--- config.mk ---
export PLATFORM = sky130hd
export DESIGN_NAME = uart_tx_core
export DESIGN_NICKNAME = d
export VERILOG_FILES = /design/src/rtl/uart_tx_core.sv
export SDC_FILE = /design/constraint.sdc
export NUM_CORES = 1
export LEC_CHECK = 0
export BUFFER_PORTS_ARGS = -buffer_cell sky130_fd_sc_hd__buf_2
export CELL_PAD_IN_SITES_DETAIL_PLACEMENT = 0
export CELL_PAD_IN_SITES_GLOBAL_PLACEMENT = 1
export CORE_MARGIN = 2
export CORE_UTILIZATION = 46
export DETAILED_ROUTE_END_ITERATION = 8
export GPL_ROUTABILITY_DRIVEN = 0
export PLACE_DENSITY = 0.82
export SKIP_LAST_GASP = 1
export SLEW_MARGIN = 20
export SYNTH_ARGS = -nofsm -noshare
export SYNTH_HDL_FRONTEND = slang
export SYNTH_SLANG_ARGS = --single-unit
--- constraint.sdc ---
create_clock -name CLK -period 6.1 [get_ports CLK]
set_input_delay 0.305 -clock CLK [delete_from_list [all_inputs] [get_ports CLK]]
set_output_delay 0.305 -clock CLK [all_outputs]
set_load 0.01 [all_outputs]
--- src/rtl/uart_tx_core.sv ---
// UART transmitter core: start bit, LSB-first data, optional even/odd parity, stop bit.
// Frame parameters are captured on accept, so input changes mid-frame cannot affect the line.
module uart_tx_core #(
    parameter int DATA_WIDTH = 8
) (
    input  logic                  CLK,
    input  logic                  RST,
    input  logic [DATA_WIDTH-1:0] P_DATA,
    input  logic                  DATA_VALID,
    input  logic                  PAR_EN,
    input  logic                  PAR_TYP,
    input  logic [5:0]            PRESCALE,
    output logic                  TX_OUT,
    output logic                  BUSY
);
    localparam int IW = (DATA_WIDTH > 1) ? $clog2(DATA_WIDTH) : 1;
    localparam logic [IW-1:0] LAST_IDX = IW'(DATA_WIDTH - 1);

    typedef enum logic [2:0] {
        ST_IDLE,
        ST_START,
        ST_DATA,
        ST_PARITY,
        ST_STOP
    } state_t;

    state_t                state_q, state_d;
    logic [5:0]            cnt_q, cnt_d;
    logic [5:0]            presc_q, presc_d;
    logic [IW-1:0]         idx_q, idx_d;
    logic [DATA_WIDTH-1:0] data_q, data_d;
    logic                  par_en_q, par_en_d;
    logic                  par_typ_q, par_typ_d;
    logic                  tx_q, tx_d;
    logic                  busy_q, busy_d;
    logic                  terminal;
    logic                  parity_bit;

    assign terminal   = (cnt_q == presc_q - 6'd1);
    assign parity_bit = (^data_q) ^ par_typ_q;

    always_comb begin
        state_d   = state_q;
        cnt_d     = cnt_q;
        presc_d   = presc_q;
        idx_d     = idx_q;
        data_d    = data_q;
        par_en_d  = par_en_q;
        par_typ_d = par_typ_q;

        case (state_q)
            ST_IDLE: begin
                if (DATA_VALID) begin
                    state_d   = ST_START;
                    cnt_d     = 6'd0;
                    idx_d     = '0;
                    data_d    = P_DATA;
                    par_en_d  = PAR_EN;
                    par_typ_d = PAR_TYP;
                    presc_d   = (PRESCALE == 6'd0) ? 6'd1 : PRESCALE;
                end
            end
            ST_START: begin
                if (terminal) begin
                    cnt_d   = 6'd0;
                    idx_d   = '0;
                    state_d = ST_DATA;
                end else begin
                    cnt_d = cnt_q + 6'd1;
                end
            end
            ST_DATA: begin
                if (terminal) begin
                    cnt_d = 6'd0;
                    if (idx_q == LAST_IDX) begin
                        state_d = par_en_q ? ST_PARITY : ST_STOP;
                    end else begin
                        idx_d = idx_q + 1'b1;
                    end
                end else begin
                    cnt_d = cnt_q + 6'd1;
                end
            end
            ST_PARITY: begin
                if (terminal) begin
                    cnt_d   = 6'd0;
                    state_d = ST_STOP;
                end else begin
                    cnt_d = cnt_q + 6'd1;
                end
            end
            ST_STOP: begin
                if (terminal) begin
                    cnt_d   = 6'd0;
                    state_d = ST_IDLE;
                end else begin
                    cnt_d = cnt_q + 6'd1;
                end
            end
            default: state_d = ST_IDLE;
        endcase
    end

    // Line level is decoded from the next state so TX_OUT/BUSY change on the same edge as the FSM.
    always_comb begin
        tx_d   = 1'b1;
        busy_d = 1'b1;
        case (state_d)
            ST_IDLE:   busy_d = 1'b0;
            ST_START:  tx_d   = 1'b0;
            ST_DATA:   tx_d   = data_d[idx_d];
            ST_PARITY: tx_d   = parity_bit;
            ST_STOP:   tx_d   = 1'b1;
            default: begin
                tx_d   = 1'b1;
                busy_d = 1'b0;
            end
        endcase
    end

    always_ff @(posedge CLK) begin
        if (RST) begin
            state_q   <= ST_IDLE;
            cnt_q     <= 6'd0;
            presc_q   <= 6'd0;
            idx_q     <= '0;
            data_q    <= '0;
            par_en_q  <= 1'b0;
            par_typ_q <= 1'b0;
            tx_q      <= 1'b1;
            busy_q    <= 1'b0;
        end else begin
            state_q   <= state_d;
            cnt_q     <= cnt_d;
            presc_q   <= presc_d;
            idx_q     <= idx_d;
            data_q    <= data_d;
            par_en_q  <= par_en_d;
            par_typ_q <= par_typ_d;
            tx_q      <= tx_d;
            busy_q    <= busy_d;
        end
    end

    assign TX_OUT = tx_q;
    assign BUSY   = busy_q;
endmodule

== After elaboration in Yosys (flattened, before gate mapping) ==
Cells that the tools add are included.

* Reduce and logical (&&, ||, !) cells: 8
* Bitwise operators: 1
* Equality and inequality tests: 11
* Mux-type cells: 23
* $add $sub $neg: 3
* $lt $le $gt $ge: 1

{| class="wikitable"
|+ Operator list
! kind !! number
|-
| 3-bit two-way mux || 11
|-
| 6-bit two-way mux || 3
|-
| 8-bit two-way mux || 2
|-
| 3-bit one-hot mux with 5 select lines || 1
|-
| 3-bit by 2-bit equality test with 1-bit output, second input constant || 4
|-
| 6-bit one-hot mux with 2 select lines || 1
|-
| 3-bit equality test, second input constant || 3
|-
| 3-bit one-hot mux with 3 select lines || 1
|-
| 4-bit OR reduction || 2
|-
| 8-bit XOR reduction || 1
|-
| 6-bit by 1-bit adder with 6-bit output, second input constant || 1
|-
| 3-bit by 1-bit equality test with 1-bit output, second input constant || 2
|-
| 6-bit equality test || 1
|-
| 6-bit zero test || 1
|-
| 6-bit by 1-bit subtractor with 6-bit output, second input constant || 1
|-
| 3-bit by 4-bit less-than comparator with 1-bit output, second input constant || 1
|-
| 2-bit AND reduction || 2
|-
| 3-bit by 1-bit adder with 3-bit output, second input constant || 1
|-
| 1-bit binary-select mux with 3-bit select || 1
|-
| 3-bit zero test || 1
|-
| 1-bit one-hot mux with 3 select lines || 1
|-
| 1-bit two-way mux || 2
|-
| 2-bit inequality test, second input constant || 1
|-
| 2-bit nonzero test || 1
|-
| 1-bit XOR || 1
|}

* Flip-flop bits (word level): 30
* Output and inout bits: 2
* Word-level logic and storage cells: 56

== Depth between registers and ports, before layout ==
Gate-level depths: netlist of run 1.

* Word-level depth: 7
* Gate-level depth with buffers: 10
* Gate-level depth less buffers: 10

== Least setup slack after synthesis of run 1 ==
OpenSTA, ideal clock, no wires.

* Kind: reg2reg
* Start: register presc_q[2]
* End: register tx_q, in the netlist TX_OUT
* Cell stages (with the launch flop): 9
* Data required time: 6.016 ns
* Path slack: 3.305 ns
* Setup time: 0.084 ns
* Arrival: 2.711 ns
* Period minus slack after synthesis: 2.795 ns
* Path through: dfxtp_1 > or4_1 > or3_4 > a211o_4 > or3_4 > a32o_1 > a211o_1 > o211a_1 > o31ai_2

* Word-level cells in the longest chain between the ends: 7

{| class="wikitable"
|+ Ends and longest elaborated chain
! element !! line !! RTL
|-
| from (decl) || 29 || <nowiki>logic [5:0] presc_q, presc_d;</nowiki>
|-
| from (signal assigned) || 135 || <nowiki>presc_q <= presc_d;</nowiki>
|-
| 6-bit by 1-bit subtractor with 6-bit output * || 39 || <nowiki>assign terminal = (cnt_q == presc_q - 6'd1);</nowiki>
|-
| 6-bit equality test * || 39 ||
|-
| 3-bit two-way mux (on tied branches) || 73, 64 ||
|-
| 3-bit one-hot mux with 3 select lines || 51 || <nowiki>case (state_q)</nowiki>
|-
| 1-bit binary-select mux with 3-bit select || 111 || <nowiki>ST_DATA: tx_d = data_d[idx_d];</nowiki>
|-
| 1-bit two-way mux (implied by the code) || 111 ||
|-
| 1-bit one-hot mux with 3 select lines * || 108 || <nowiki>case (state_d)</nowiki>
|-
| to (signal assigned) || 140 || <nowiki>tx_q <= tx_d;</nowiki>
|-
| to (decl) || 34 || <nowiki>logic tx_q, tx_d;</nowiki>
|}

Mark *: on every way between the ends. The rest lies on a longest branch, timed or not. The select of a mux whose other input is x is not followed.
A chain may end at the register's enable or synchronous reset.

== Worst setup path in the final report of run 1 ==
Ends and elaborated chain as after synthesis.

==> results of run 1 <==
==> cells by family after synthesis <==
logic type	Yosys count	share of synthesized area, %
muxes	1	0.578
DFF	30	34.7
buffers and inverters	16	3.62
xor gates and xnor gates	18	9.11
and+or+nand+nor	90	24.8
AOI/OAI and AO/OA	61	25.0
adders and majority gates	3	2.17
==> per-layer routing <==
metal / wire [um] / share of wire (%) / up-vias / GRT usage (%)
met3: 180 / 4.6 / 8 / 5.65
met1: 1890 / 49 / 711 / 25.3
met5: 0 / 0 / - / 0
li1: - / - / 824 / -
met2: 1750 / 45 / 35 / 31.5
met4: 78 / 2.0 / 0 / 9.64
==> path summary, 6_finish.rpt <==
| kind | endpoint | cells past startpoint | start |
|---|---|---|---|
| min | data_q[5] | 3 | P_DATA[5] |
| min reg2reg | par_typ_q | 2 | par_typ_q |
| max | TX_OUT | 8 | presc_q[2] |
| max reg2reg | TX_OUT | 8 | presc_q[2] |
==> worst max-delay path, cell delays in order, from the launching register on <==
cell,delay (ns)
dfxtp_1,0.35
or4_1,0.55
or3_4,0.36
a211o_4,0.39
o311a_2,0.38
a311oi_1,0.46
a211oi_1,0.10
a32oi_1,0.25
o31ai_2,0.09
==> stage by stage <==
| stage | cells | utilization (%) | total power, mW | instance area (um2) | setup WS (ns) |
|---|---|---|---|---|---|
| floorplan | 219 | - | 0.279 | 1730 | 3.30 |
| global placement | 278 | 51.0 | 0.297 | 1850 | 3.16 |
| detailed placement | 278 | 51.0 | 0.299 | 1850 | 3.07 |
| CTS | 286 | 54.1 | 0.488 | 1960 | 3.08 |
| global route | 286 | 54.1 | 0.507 | 1960 | 2.85 |
| finish | 286 | 54.1 | 0.480 | 1960 | 3.06 |
==> area by class of cell <==
| class | count | share of cell area [%] |
|---|---|---|
| flip-flops and latches | 30 | 30.6 |
| well taps | 48 | 3.06 |
| repair buffers | 20 | 5.10 |
| inverters | 7 | 1.34 |
| multi-input cells | 173 | 54.3 |
| clock buffers | 8 | 5.61 |
==> cell usage in the layout, fill, tap and decap left out, types with 2 or more instances in the layout <==
| master | n |
|---|---|
| nand2_1 | 42 |
| xor2_1 | 7 |
| o22ai_1 | 3 |
| nand3_1 | 4 |
| a32oi_1 | 4 |
| ha_1 | 3 |
| inv_1 | 7 |
| a311oi_1 | 2 |
| o211ai_1 | 5 |
| a211oi_1 | 3 |
| a31oi_1 | 2 |
| or3_1 | 4 |
| and2_1 | 5 |
| clkbuf_8 | 8 |
| xnor2_1 | 11 |
| dfxtp_1 | 30 |
| a32o_1 | 2 |
| and3_1 | 2 |
| nor2_1 | 14 |
| buf_2 | 20 |
| o21a_1 | 2 |
| a21oi_1 | 20 |
| o31ai_2 | 2 |
| or4_1 | 2 |
| nand4_1 | 3 |
| nor3_1 | 7 |
| or3_4 | 2 |
| o21ai_0 | 6 |
==> power by group through the flow <==
| stage | sequential, mW | clock [mW] | combinational, mW |
|---|---|---|---|
| after global routing | 0.217 | 0.200 | 0.0900 |
| final | 0.216 | 0.185 | 0.0794 |
| after floorplan | 0.217 | 0 | 0.0614 |
| after CTS | 0.216 | 0.193 | 0.0797 |
| after detailed placement | 0.220 | 0 | 0.0792 |
| after global placement | 0.220 | 0 | 0.0773 |
==> state kept, by name, summed over array words and instances, names as in the netlist <==
signal and count:
BUSY 1, data_q 8, presc_q 6, par_typ_q 1, state_q 3, idx_q 3
cnt_q 6, par_en_q 1, TX_OUT 1
==> results.md, run 1 <==
- Num CTS Buffers: 5
- Vias/cell: 5.52
- Clock share of power: 38.5%
- Max Cap Violations: 0
- FMAX: 0.329 GHz
- Drt wl/cell: 13.6 um
- Post-synth top area cell: dfxtp_1
- I/O Buffers: 20
- Worst Hold Class: primary input to flop
- Combinational fraction of design power: 16.5%
- Synth async-reset ratio: 0%
- Total Routing Usage GR: 20.0%
- Clock transition at the registers of the reported paths: 0.06 ns
- Vias in the first global route: 1487
- Standard-cell rows: 22
- Static leakage: 0.732 nW
- Net Sw Frac: 26.6%
- P_int: 0.353 mW
- Post-route DRC violation count: 0
- Sequential power share: 44.9%
- DRT iter0 DRCs: 96
- Ant diodes: 0
- Filler instances: 381
- DP HPWL: 2850 um
- Top-area cell type share of the netlist area: 34.7%
- Hold buffers post-CTS: 0
- Crit path capture type: flop
- Initial antenna violation count: 0
- Nets@finish: 259
- Top cells by area, synth: dfxtp_1 35%, nand2_1 9.1%, a21oi_1 5.8%, xnor2_1 5.6%, xor2_1 3.5%
- Initial Utilization: 47.6%
- Antenna Nets Post-Route: 0
- Die Wd: 65.3 um
- DR vias: 1578
- Critical Path AT: 3.20 ns
- Remaining Overflow, GRT: 0
- First-pass GRT wire length: 6580 um
- Core footprint: 0.00363 mm2
- H-tree Lvls: 2
- Top-level port count: 21
- P_sw: 0.128 mW
- Clock Skew: 0.00292 ns
- Maximum vdd ir drop: 0.152 mV
- Area growth syn-to-layout: 13.5%
- Setup TNS: 0 ns
- Sequential fraction of the synthesis area: 34.7%
- Tcrit/Tclk final: 49.8%
- Worst-Margin Slew: 0.767 ns
- Largest net degree at the start of global routing: 27
- Setup crit start kind: flop
- Ys Warns: 0
- Top FF cell, synth: dfxtp_1
- Clock Path Buffers: 2
- Total routed wirelength: 3900 um
- Worst-path maximum fanout: 9
- Count leader, synth: nand2_1
- Share of cells above drive strength 1: 15.5%
- Post-Synthesis Cells: 219
- CTS tree: built
- Synth Register Bits: 30
- Slew HR: 48.9%
- Die area: 0.00427 mm2
- Tmin final: 3.04 ns
- Critical path type: flop to flop
- Number of synthesized flops with an enable pin: 0
- Sink Count: 30
- Required time worst endpoint: 6.26 ns
- Latest clock arrival within the worst-skew pair: 0.28 ns
- Root Buffer: clkbuf_8
- Synthesized cell area: 0.00173 mm2
- Yosys cell types: 45
- FF/Latch Area: 601 um2
- Status: finished clean
- PD cells: 245 mW/mm2
- Final Max Slew Viols: 0
- Final setup viols: 0
- RSZ-0062 raised after global routing: no
- Multi-input gate area: 0.00107 mm2
- Fin. Hold Viols: 0
- Synth Area per Inst: 7.90 um2
- Syn_nets: 241
- FF-to-FF setup slack: 3.06 ns
- Post_cts resized: 0
- Die height: 65.3 um
- Post-CTS setup buffers: 0
- Pre-antenna DRT Iters: 4
- Hold WS: 0.257 ns
- Synth top cells by count: 42 x nand2_1, 30 x dfxtp_1, 20 x a21oi_1
Note: power is estimated with default switching activity, not from simulation.
==> run 2: changes to the inputs <==
ABC_AREA = 1   (was default)
CORE_UTILIZATION = 37   (was 46)
PLACE_DENSITY = 0.72   (was 0.82)
clock period = 2.7 ns   (was 6.1 ns; I/O delays follow)
==> results.md, run 2 <==
- Post-CTS setup buffers: 0
- Place WS: 0.547 ns
- Setup crit start kind: flop
- Largest register by flop count: data_q
- Area of placed instances: 0.00194 mm2
- Vias in the first global route: 1607
- Post-Synthesis Cells: 256
- Worst Setup EP: TX_OUT
- FMAX: 0.461 GHz
- Standard-cell rows: 25
- Die area: 0.00539 mm2
- Worst path slowest cell: dfxtp_1
- Reg2Reg Capture Point: TX_OUT
- First-pass GRT wire length: 7070 um
- Setup TNS: 0 ns
- CP cell instances: inv_2, ha_1, inv_1, nand2_1, nand2_1, nor2_1, nand3_1, nor2_4, nand3_4, nand3_1, nand4_1, nand3_1, nand3_1, nor2_1, nand2_1
- Nets@finish: 301
- Die Wd: 73.4 um
- Top FF cell, synth: dfxtp_1
- Maximum vdd ir drop: 0.268 mV
- Crit path capture type: flop
- Die height: 73.4 um
- DP HPWL: 3180 um
- Initial antenna violation count: 0
- Initial Utilization: 38.0%
- Top-area cell type share of the netlist area: 33.7%
- Worst path max stage delay: 0.34 ns
- CTS tree: built
- Drt wl/cell: 12.4 um
- Yosys cell types: 30
- FF-to-FF setup slack: 0.53 ns
- Latest clock arrival within the worst-skew pair: 0.29 ns
- Post-route DRC violation count: 0
- Sink Count: 30
- Fin. Hold Viols: 0
- Num CTS Buffers: 5
- Synth Register Bits: 30
- Most frequent cells in the layout: 54 x nand2_1, 31 x inv_1, 30 x dfxtp_1, 30 x nor2_1
- Post_cts resized: 0
- Final Max Slew Viols: 0
- Pre-antenna DRT Iters: 4
- Post-Layout Cell Count: 334
- Ys Warns: 0
- Critical Path Most Common Cell: nand3_1
- Required time worst endpoint: 2.88 ns
- Total routed wirelength: 4140 um
- Synth Area per Inst: 6.97 um2
- Worst-Margin Slew: 0.489 ns
- Setup WS post-layout: 0.532 ns
- Clock transition at the registers of the reported paths: 0.07 ns
- Cell Count Post-Placement: 326
- Synth async-reset ratio: 0%
- Tmin final: 2.17 ns
- Max Cap Violations: 0
- DRT iter0 DRCs: 71
- Count leader, synth: nand2_1
- RR Startpoint: presc_q[0]
- I/O Buffers: 20
- Remaining Overflow, GRT: 0
- PD cells: 552 mW/mm2
- Top cells by area, synth: dfxtp_1 34%, nand2_1 11%, inv_1 6.5%, nor2_1 6.3%, nand3_1 5.6%
- DR vias: 1649
- Ant diodes: 0
- Max reg flops: 8
- Critical Path AT: 2.34 ns
- Top flop regs: data_q x8, cnt_q x6, presc_q x6
- CP Launch Point: presc_q[0]
- H-tree Lvls: 2
- Core footprint: 0.00469 mm2
- Number of synthesized flops with an enable pin: 0
- Status: finished clean
- Clock Path Buffers: 2
- Share of cells above drive strength 1: 18.2%
- Antenna Nets Post-Route: 0
- Root Buffer: clkbuf_8
- Area growth syn-to-layout: 13.9%
- Clock Skew: 0.0103 ns
- Vias/cell: 4.94
- Largest net degree at the start of global routing: 20
- Post-synth top area cell: dfxtp_1
- Worst-path maximum fanout: 7
- Top-level port count: 21
- Hold buffers post-CTS: 0
- Final instance area: 0.00203 mm2
- Worst Hold Class: primary input to flop
- Final setup viols: 0
- FF-to-FF path depth: 15
- Critical path type: flop to flop
- Sequential fraction of the synthesis area: 33.7%
- RSZ-0062 raised after global routing: no
- Synthesized cell area: 0.00178 mm2
- Total Routing Usage GR: 17.2%
- Slew HR: 67.2%
- Syn_nets: 278
- Synth top cells by count: 54 x nand2_1, 31 x inv_1, 30 x dfxtp_1, 30 x nor2_1, 20 x nand3_1
- Leading cell type in the layout, fill and taps excluded: nand2_1
- Static leakage: 0.954 nW
- Tcrit/Tclk final: 80.3%
-- run 2: cell count changes after synthesis, sizes merged, moves of 4 or more --
cell / before / now
nand2: 42 / 59
a21oi: 20 / 10
nand3: 4 / 25
mux2i: 1 / 8
xnor2: 11 / 5
o211ai: 5 / 1
and2: 6 / 1
o21ai: 6 / 14
nor2: 14 / 35
a32oi: 4 / 0
nand4: 3 / 7
inv: 7 / 36
or3: 6 / 0
-- run 2: cell type report --
| class | count | area (um2) |
|---|---|---|
| clock inverter | 2 | 12.5 |
| tap | 54 | 67.6 |
| timing repair buffer | 21 | 108 |
| multi-input combinational | 185 | 1020 |
| inverter | 36 | 138 |
| clock buffer | 6 | 82.6 |
| sequential | 30 | 601 |
| fill | 493 | 2660 |
-- run 2: worst min-delay path by stage --
stage / cells after the start / slack (ns) / from / endpoint
after floorplan: 2 / 0.27 / PAR_EN / par_en_q
after global placement: 3 / 0.37 / PAR_EN / par_en_q
after detailed placement: 3 / 0.36 / PAR_TYP / par_typ_q
after CTS: 3 / 0.07 / PAR_TYP / par_typ_q
after global routing: 3 / 0.12 / PAR_TYP / par_typ_q
final: 3 / 0.08 / PAR_TYP / par_typ_q
-- run 2: critical path, delay by kind of cell (launching register included) --
family,cells,cell delay (ns)
fa+ha+maj,1,0.29
flops,1,0.34
simple gates,12,1.32
buf+inv,2,0.11
-- run 2: routing by layer --
layer | vias up | GRT usage [%] | part of all wire (%)
met5 | - | 0 | 0
met4 | 0 | 7.47 | 2.8
met3 | 10 | 4.66 | 2.4
met2 | 19 | 29.5 | 50
met1 | 743 | 19.9 | 45
li1 | 877 | - | -
-- run 2: cell families after synthesis --
group / synth area share [%]
XOR/XNOR: 5.89
flip-flops: 33.7
AND/OR/NAND/NOR: 35.3
adder cells (fa/ha/maj): 2.10
AO/OA/AOI/OAI: 9.54
buffers and inverters: 8.98
multiplexers: 4.49
-- run 2: through the flow --
stage	hold slack, ns	utilization (%)	total power [mW]
2_1_floorplan	0.270	-	0.682
3_3_place_gp	0.371	41.3	0.749
3_5_place_dp	0.362	41.3	0.748
4_1_cts	0.0724	43.3	1.14
5_1_grt	0.119	43.3	1.20
6_report	0.0789	43.3	1.12
-- run 2: report_power, final --
| group | switching [mW] | internal, mW |
|---|---|---|
| Clock | 0.180 | 0.205 |
| Combinational | 0.152 | 0.0901 |
| Sequential | 0.0225 | 0.472 |
| Total | 0.355 | 0.767 |
